`src/rtl/exu_cal_pkg.sv`:
```
// Shared types and helpers for the exu_cal calculation responder.
// Opb layout (LSB first): XOR, CMP, ADD, SUB, SLL, SRL, SRA, OPN1[32:0], OPN2[32:0].
package exu_cal_pkg;

  localparam int CAL_OPB_SIZE = 73;
  localparam int CAL_RES_W    = 32;

  typedef enum logic [1:0] {
    CAL_ST_IDLE = 2'd0,
    CAL_ST_RUN  = 2'd1,
    CAL_ST_DONE = 2'd2
  } cal_st_e;

  typedef enum logic {
    CAL_PORT_BJ = 1'b0,
    CAL_PORT_AL = 1'b1
  } cal_port_e;

  typedef enum logic [2:0] {
    OP_NONE = 3'd0,
    OP_XOR  = 3'd1,
    OP_CMP  = 3'd2,
    OP_ADD  = 3'd3,
    OP_SUB  = 3'd4,
    OP_SLL  = 3'd5,
    OP_SRL  = 3'd6,
    OP_SRA  = 3'd7
  } cal_op_e;

  typedef struct packed {
    logic [32:0] opn2;
    logic [32:0] opn1;
    logic        op_sra;
    logic        op_srl;
    logic        op_sll;
    logic        op_sub;
    logic        op_add;
    logic        op_cmp;
    logic        op_xor;
  } cal_opb_t;

  // Several op bits may be set; the earliest in this chain wins.
  function automatic cal_op_e cal_decode(input cal_opb_t opb);
    cal_op_e op;
    if (opb.op_xor)      op = OP_XOR;
    else if (opb.op_cmp) op = OP_CMP;
    else if (opb.op_add) op = OP_ADD;
    else if (opb.op_sub) op = OP_SUB;
    else if (opb.op_sll) op = OP_SLL;
    else if (opb.op_srl) op = OP_SRL;
    else if (opb.op_sra) op = OP_SRA;
    else                 op = OP_NONE;
    return op;
  endfunction

  // Single-cycle results; CMP is a 33-bit signed compare so requesters choose
  // signed or unsigned semantics through how they extend the operands.
  function automatic logic [CAL_RES_W-1:0] cal_alu(input cal_op_e op,
                                                   input logic [32:0] a,
                                                   input logic [32:0] b);
    logic [CAL_RES_W-1:0] r;
    case (op)
      OP_XOR:  r = a[31:0] ^ b[31:0];
      OP_CMP:  r = {31'd0, ($signed(a) < $signed(b))};
      OP_ADD:  r = a[31:0] + b[31:0];
      OP_SUB:  r = a[31:0] - b[31:0];
      default: r = '0;
    endcase
    return r;
  endfunction

endpackage

```
`src/rtl/exu_cal_shf.sv`:
```
// One-bit-per-cycle shifter; its registers also hold the latched operand
// and shift count for every accepted request.
module exu_cal_shf (
  input  logic        clk,
  input  logic        rst_n,
  input  logic        load,
  input  logic [31:0] load_val,
  input  logic [4:0]  load_cnt,
  input  logic        step,
  input  logic        dir_right,
  input  logic        arith,
  output logic [31:0] sh_nxt,
  output logic        done
);

  logic [31:0] sh_q, sh_d;
  logic [4:0]  cnt_q, cnt_d;

  always_comb begin
    sh_nxt = dir_right ? {arith & sh_q[31], sh_q[31:1]} : {sh_q[30:0], 1'b0};
    sh_d   = sh_q;
    cnt_d  = cnt_q;
    if (load) begin
      sh_d  = load_val;
      cnt_d = load_cnt;
    end else if (step) begin
      sh_d  = sh_nxt;
      cnt_d = cnt_q - 5'd1;
    end
  end

  // Flags the step that produces the final shifted value.
  assign done = (cnt_q == 5'd1);

  always_ff @(posedge clk or negedge rst_n) begin
    if (!rst_n) begin
      sh_q  <= '0;
      cnt_q <= '0;
    end else begin
      sh_q  <= sh_d;
      cnt_q <= cnt_d;
    end
  end

endmodule

```
`src/rtl/exu_cal.sv`:
```
// Shared calculation responder: round-robin between BJ and AL requesters,
// single-cycle XOR/CMP/ADD/SUB, iterative SLL/SRL/SRA, one-cycle rdy pulse.
module exu_cal
  import exu_cal_pkg::*;
(
  input  logic                    clk,
  input  logic                    rst_n,
  input  logic                    hs_bj4cal_val,
  output logic                    hs_cal4bj_rdy,
  input  logic [CAL_OPB_SIZE-1:0] i_bj_opb,
  output logic [CAL_RES_W-1:0]    o_bj_res,
  input  logic                    hs_al4cal_val,
  output logic                    hs_cal4al_rdy,
  input  logic [CAL_OPB_SIZE-1:0] i_al_opb,
  output logic [CAL_RES_W-1:0]    o_al_res
);

  // Handshake: a requester raises val with a stable opb and holds both until
  // the single cycle its rdy is high; dropping val earlier aborts the request.

  cal_st_e              st_q, st_d;
  cal_port_e            grant_q, grant_d;
  cal_op_e              op_q, op_d;
  logic [CAL_RES_W-1:0] res_q, res_d;

  cal_opb_t  bj_opb, al_opb, sel_opb;
  cal_port_e pick;
  cal_op_e   sel_op;
  logic      req_any, sel_shift, grant_val, done_hit;
  logic      shf_load, shf_step, shf_done;
  logic [31:0] shf_nxt;

  assign bj_opb = i_bj_opb;
  assign al_opb = i_al_opb;

  always_comb begin
    req_any = hs_bj4cal_val | hs_al4cal_val;
    if (hs_bj4cal_val && hs_al4cal_val)
      pick = (grant_q == CAL_PORT_AL) ? CAL_PORT_BJ : CAL_PORT_AL;
    else if (hs_bj4cal_val)
      pick = CAL_PORT_BJ;
    else
      pick = CAL_PORT_AL;
    sel_opb   = (pick == CAL_PORT_BJ) ? bj_opb : al_opb;
    sel_op    = cal_decode(sel_opb);
    sel_shift = (sel_op == OP_SLL) || (sel_op == OP_SRL) || (sel_op == OP_SRA);
    grant_val = (grant_q == CAL_PORT_BJ) ? hs_bj4cal_val : hs_al4cal_val;
  end

  always_comb begin
    st_d     = st_q;
    grant_d  = grant_q;
    op_d     = op_q;
    res_d    = res_q;
    shf_load = 1'b0;
    shf_step = 1'b0;
    case (st_q)
      CAL_ST_IDLE: begin
        if (req_any) begin
          grant_d  = pick;
          op_d     = sel_op;
          shf_load = 1'b1;
          if (!sel_shift) begin
            res_d = cal_alu(sel_op, sel_opb.opn1, sel_opb.opn2);
            st_d  = CAL_ST_DONE;
          end else if (sel_opb.opn2[4:0] == 5'd0) begin
            res_d = sel_opb.opn1[31:0];
            st_d  = CAL_ST_DONE;
          end else begin
            st_d  = CAL_ST_RUN;
          end
        end
      end
      CAL_ST_RUN: begin
        if (!grant_val) begin
          st_d = CAL_ST_IDLE;
        end else begin
          shf_step = 1'b1;
          if (shf_done) begin
            res_d = shf_nxt;
            st_d  = CAL_ST_DONE;
          end
        end
      end
      CAL_ST_DONE: st_d = CAL_ST_IDLE;
      default:     st_d = CAL_ST_IDLE;
    endcase
  end

  exu_cal_shf u_shf (
    .clk       (clk),
    .rst_n     (rst_n),
    .load      (shf_load),
    .load_val  (sel_opb.opn1[31:0]),
    .load_cnt  (sel_opb.opn2[4:0]),
    .step      (shf_step),
    .dir_right (op_q != OP_SLL),
    .arith     (op_q == OP_SRA),
    .sh_nxt    (shf_nxt),
    .done      (shf_done)
  );

  // rdy is gated by the live val so an abort in DONE suppresses the pulse.
  assign done_hit      = (st_q == CAL_ST_DONE) && grant_val;
  assign hs_cal4bj_rdy = done_hit && (grant_q == CAL_PORT_BJ);
  assign hs_cal4al_rdy = done_hit && (grant_q == CAL_PORT_AL);
  assign o_bj_res      = hs_cal4bj_rdy ? res_q : '0;
  assign o_al_res      = hs_cal4al_rdy ? res_q : '0;

  always_ff @(posedge clk or negedge rst_n) begin
    if (!rst_n) begin
      st_q    <= CAL_ST_IDLE;
      grant_q <= CAL_PORT_AL;
      op_q    <= OP_NONE;
      res_q   <= '0;
    end else begin
      st_q    <= st_d;
      grant_q <= grant_d;
      op_q    <= op_d;
      res_q   <= res_d;
    end
  end

endmodule

```
`config.mk`:
```
export PLATFORM = sky130hd
export DESIGN_NAME = exu_cal
export DESIGN_NICKNAME = d
export VERILOG_FILES = /design/src/rtl/exu_cal_pkg.sv /design/src/rtl/exu_cal_shf.sv /design/src/rtl/exu_cal.sv
export SDC_FILE = /design/constraint.sdc
export NUM_CORES = 1
export LEC_CHECK = 0
export CAP_MARGIN = 20
export CELL_PAD_IN_SITES_DETAIL_PLACEMENT = 2
export CELL_PAD_IN_SITES_GLOBAL_PLACEMENT = 2
export CORE_UTILIZATION = 31
export CTS_CLUSTER_SIZE = 12
export DETAILED_ROUTE_END_ITERATION = 12
export PLACE_DENSITY_LB_ADDON = 0.1
export SETUP_SLACK_MARGIN = 0.2
export SYNTH_ARGS = -nofsm -noshare
export SYNTH_HDL_FRONTEND = slang
export SYNTH_SLANG_ARGS = --single-unit
```
`constraint.sdc`:
```
create_clock -name clk -period 14.3 [get_ports clk]
set_input_delay 2.86 -clock clk [delete_from_list [all_inputs] [get_ports clk]]
set_output_delay 2.86 -clock clk [all_outputs]
set_load 0.01 [all_outputs]
```
# Yosys cells after proc, flatten, opt, wreduce, memory -nomap -nowiden
# Index checks and enable logic that the tools add are counted.
# word_totals
reg_bits	75
in_bits	150
output_inout_bits	66
wordCells	80
# classes
order_cmp	1
reduce_logical	13
eq_ne	17
n_mux	36
add_sub_neg	3
n_bitwise	4
# ops
operator	n
32-bit two-way mux	10
32-bit one-hot mux with 4 select lines	1
73-bit two-way mux	1
32-bit one-hot mux with 2 select lines	1
33-bit < comparator	1
32-bit adder	1
32-bit subtractor	1
32-bit XOR	1
3-bit two-way mux	7
3-bit == test, second input constant	5
2-bit two-way mux	5
5-bit two-way mux	2
3-bit inequality test, second input constant	3
1-bit two-way mux	8
3-bit by 2-bit == test with 1-bit output, second input constant	2
2-bit inequality test, second input constant	3
5-bit by 1-bit == test with 1-bit output, second input constant	1
5-bit zero test	1
5-bit AND reduction	1
5-bit by 1-bit subtractor with 5-bit output, second input constant	1
1-bit logical AND	4
2-bit one-hot mux with 2 select lines	1
2-bit AND reduction	2
2-bit nonzero test	2
8 further kinds	9

# Longest topological paths before layout
# depth
word_depth	16
depth_mapped	28

# Modules after synthesis
# Synthesis repeated with hierarchy kept, for this count alone.
# unflattened
cells_unflattened	1160
hier_area_um2	9046.2
# by_module_without_submodules
module	instances	cells_per_inst	seq_area_each_um2	area_each_um2
exu_cal	1	954	952.2	6766.5
exu_cal_shf	1	206	925.9	2279.7

# Worst setup path after synthesis
# OpenSTA, ideal clock, no wires.
# synth_path
path_type	input -> register
start	input hs_al4cal_val
end	register res_q[25]
n_path_buf	7
required_time_ps	14174
cell_stages	27
t_arrival_ps	7440
path_slack_ps	6734
path_cell_list	nand2b_1 -> buf_2 -> and2_4 -> buf_6 -> buf_4 -> buf_2 -> buf_4 -> buf_2 -> buf_2 -> mux2i_1 -> ha_1 -> and3_1 -> and2_1 -> nand2_1 -> nor2_1 -> a21oi_1 -> xor2_1 -> ha_1 -> and2_1 -> and4_1 -> a32oi_1 -> nand2_1 -> nand4bb_1 -> and4_1 -> nor2_1 -> xnor2_1 -> a221o_1
# synth_via
elab_chain_len	16
# synth_lines
item	line	source
start, declared	exu_cal.sv:12	input logic hs_al4cal_val,
parallel branches: the longest is 16 deep, another holds 32-bit subtractor	--	
end signal, assigned	exu_cal.sv:120	res_q <= res_d;
end, declared	exu_cal.sv:24	logic [CAL_RES_W-1:0] res_q, res_d;
# Several ways; the timed one is not identified. The select of a mux whose other input is x is not followed.
# A chain may end at the register's enable or synchronous reset.

# Worst setup path after layout
# layout_path
start	input hs_al4cal_val
end	register res_q[27]
# Same word-level chain as after synthesis.

==> summary.txt <==
Logic synthesis
  – Synth area leader: dfrtp_1
  – Number of synthesized flops with an enable pin: 0
  – Top post-synthesis cells by area: dfrtp_1, ha_1, mux2i_1
  – Netlist cell types: 78
  – Sequential area share after synthesis: 21.3%
  – Post-synth top cells: nand2_1, o21ai_0, dfrtp_1
  – Most frequent cell after synthesis: nand2_1
  – Post-Syn Area: 8810 um^2
  – Top FF cell, synth: dfrtp_1
  – Async S/R FF share, synth: 100%
  – Synth Area per Inst: 7.77 um^2
  – Mapped Cells: 1133
  – YS warnings: 0
  – Syn nets: 1351
  – Synth top area share: 21.0%
  – Yosys reg bits: 75

Worst setup path
  – Cell breakdown of the critical path: clkdlybuf4s50_1 > nand2b_1 > and2_4 > buf_4 > a32o_1 > nor2_1 > xor2_1 > ha_1 > nand2_1 > a211oi_1 > o21ai_0 > o211ai_1 > a31oi_1 > o21ai_1 > o21ai_0 > xnor2_1 > a221o_1
  – Crit path max fanout: 62
  – Crit Path Category: input pin to flop
  – Critical Path AT: 8.83 ns
  – CP Data Required Time: 14.54 ns
  – Setup crit end kind: flop
  – Slowest cell on crit path: a32o_1
  – Startpoint types: input pin
  – Crit path largest cell delay: 0.88 ns
  – Cell mode on critical path: o21ai_0

STA
  – RSZ-0062 raised after global routing: no
  – Final cycle utilization of the critical path: 60.1%
  – Fin Setup TNS: 0 ns
  – Hold slack: 0.489 ns
  – Worst slew margin: 28.2%
  – Maximum achievable frequency: 0.116 GHz
  – Tightest Pin Transition: 1.08 ns
  – Setup WS post-layout: 5.71 ns
  – Clock Skew: 0.00835 ns
  – Fin. Hold Viols: 0
  – # setup viols final: 0
  – Min Tclk post-route: 8.59 ns
  – Max Transition Viols Final: 0

Global route
  – Vias in the first global route: 10076
  – Largest net degree at the start of global routing: 76
  – First-pass GRT wire length: 60600 um
  – Initial antenna violation count: 0
  – GRT Total Usage: 27.3%
  – GR Overflow Total: 0

Clocking
  – Total CTS buffers: 9
  – Max Buffers Root-to-Sink: 2
  – PostCTS Resize Cnt: 0
  – CTS tree: built
  – Setup bufs post-CTS: 0
  – Clk sink count: 75
  – Hold buffers post-CTS: 0
  – CTS root buffer: clkbuf_16
  – Worst-Skew Late Latency: 0.35 ns
  – Htree depth: 3
  – Clk pin slew, worst setup/hold paths: 0.07 ns

Floorplanning
  – DIE AREA: 29100 um^2
  – Core box area: 27900 um^2
  – Row count: 61
  – Initial Util: 31.6%
  – # IOs: 216
  – Die X: 171 um
  – Die H: 171 um

Power and ir drop
  – Lkg Pwr: 0.00496 uW
  – Power Density: 142 nW/um^2
  – Worst VDD drop: 0.0000697 V

Finish
  – Synth-to-layout area growth: 32.0%
  – Total Nets Final: 1518
  – Ratio of cells with drive above 1 in the final layout: 4.98%
  – Final core occ: 41.7%

Route
  – WL final: 39400 um
  – DR top layer: met4
  – Initial drt markers: 565
  – Routed wl met2: 17500 um
  – Met3 routed WL: 2330 um
  – Post-DRT Antenna Nets: 0
  – Vias/cell: 5.81
  – Detailed-route via count: 9778
  – First-pass iteration count of the detailed router: 4
  – Detailed-route DRC error count: 0
  – DR WL/cell: 23.4 um
  – M1 wire length: 19100 um

Placement
  – Pre-CTS WS: 5.40 ns
  – Gp weighted congestion: 0.881
  – Final HPWL DP: 31300 um
  – IO buf count: 215

Hold path
  – Hold crit path type: flop to flop

Status
  – Status: finished, final reports clean

Run
  – # Max-Cap Violations: 0
## through the flow
| step | instances | area (um^2) | power (uW) |
|---|---|---|---|
| after global routing | 1683 | 11600 | 1760 |
| after detailed placement | 1664 | 11200 | 1370 |
| after CTS | 1680 | 11600 | 1640 |
| final | 1684 | 11600 | 1650 |
| after floorplan | 1133 | 8810 | 997 |
| after global placement | 1664 | 11200 | 1330 |
## layer usage
layer	vias up	GRT usage, %
met4	0	5.95
li1	4528	-
met5	-	0
met1	4922	39.7
met2	298	42.4
met3	30	3.93
## flip-flops by register name (all words and copies together), names as in the netlist
signal / cells
grant_q: 1
op_q: 3
res_q: 32
st_q: 2
u_shf.cnt_q: 5
u_shf.sh_q: 32
## final cells by class
| cell class | instances | area, um^2 |
|---|---|---|
| fillers | 3146 | 16200 |
| repair buffers | 231 | 2300 |
| clock inverters | 6 | 95.1 |
| inverters | 13 | 48.8 |
| multi-input cells | 970 | 6590 |
| diodes | 1 | 2.50 |
| clock buffers | 10 | 239 |
| well taps | 378 | 473 |
| flip-flops and latches | 75 | 1880 |
## worst max-delay path, delay by kind of cell
family,cells,cell delay [ns]
and+or+nand+nor,4,1.12
xor gates and xnor gates,2,0.35
buffers and inverters,2,1.31
AOI/OAI and AO/OA,8,2.82
adders and majority gates,1,0.34
## path summary, 6_finish.rpt
check	slack, ns	end	depth (start not counted)	start
setup / recovery	5.71	res_q[27]	17	hs_al4cal_val
hold / removal	0.49	res_q[11]	1	res_q[11]
setup reg to reg	8.19	res_q[27]	16	grant_q
hold reg to reg	0.49	res_q[11]	1	res_q[11]
max in group asynchronous	11.35	grant_q	2	rst_n
min in group asynchronous	2.34	res_q[4]	1	rst_n
## logic make-up (layout without fill, tap and decap cells)
| group | Yosys count | in the layout | share of synthesized area, % |
|---|---|---|---|
| buffers and inverters | 88 | 260 | 4.23 |
| other | 0 | 1 | 0 |
| xor gates and xnor gates | 56 | 56 | 5.57 |
| adders and majority gates | 68 | 68 | 9.75 |
| DFF | 75 | 75 | 21.3 |
| AOI/OAI and AO/OA | 365 | 365 | 27.5 |
| muxes | 72 | 72 | 8.58 |
| and+or+nand+nor | 409 | 409 | 23.1 |
## where the power goes
part / switching (uW) / internal, uW
Combinational: 589 / 398
Clock: 102 / 160
Sequential: 91.9 / 308
Total: 783 / 866
## cell usage in the layout, fill, tap and decap left out, drive strengths merged, types with 7 or more instances in the layout
| master | synthesis | layout |
|---|---|---|
| xnor2 | 29 | 29 |
| o41ai | 8 | 8 |
| o221ai | 14 | 14 |
| or4 | 10 | 10 |
| a31oi | 17 | 17 |
| inv | 13 | 15 |
| nand3 | 15 | 15 |
| a22oi | 30 | 30 |
| mux2i | 69 | 69 |
| nand2 | 161 | 161 |
| nand4 | 13 | 13 |
| clkdlybuf4s50 | 0 | 214 |
| ha | 67 | 67 |
| a21oi | 66 | 66 |
| nor3 | 21 | 21 |
| a221oi | 9 | 9 |
| nor2 | 55 | 55 |
| o21ai | 121 | 121 |
| o211ai | 7 | 7 |
| a211oi | 15 | 15 |
| and2 | 73 | 73 |
| clkbuf | 50 | 10 |
| or3 | 12 | 12 |
| nand2b | 15 | 15 |
| dfrtp | 74 | 74 |
| xor2 | 27 | 27 |
| nor2b | 8 | 8 |
| a21o | 28 | 28 |
| buf | 25 | 17 |
(Power assumes the default switching activity.)
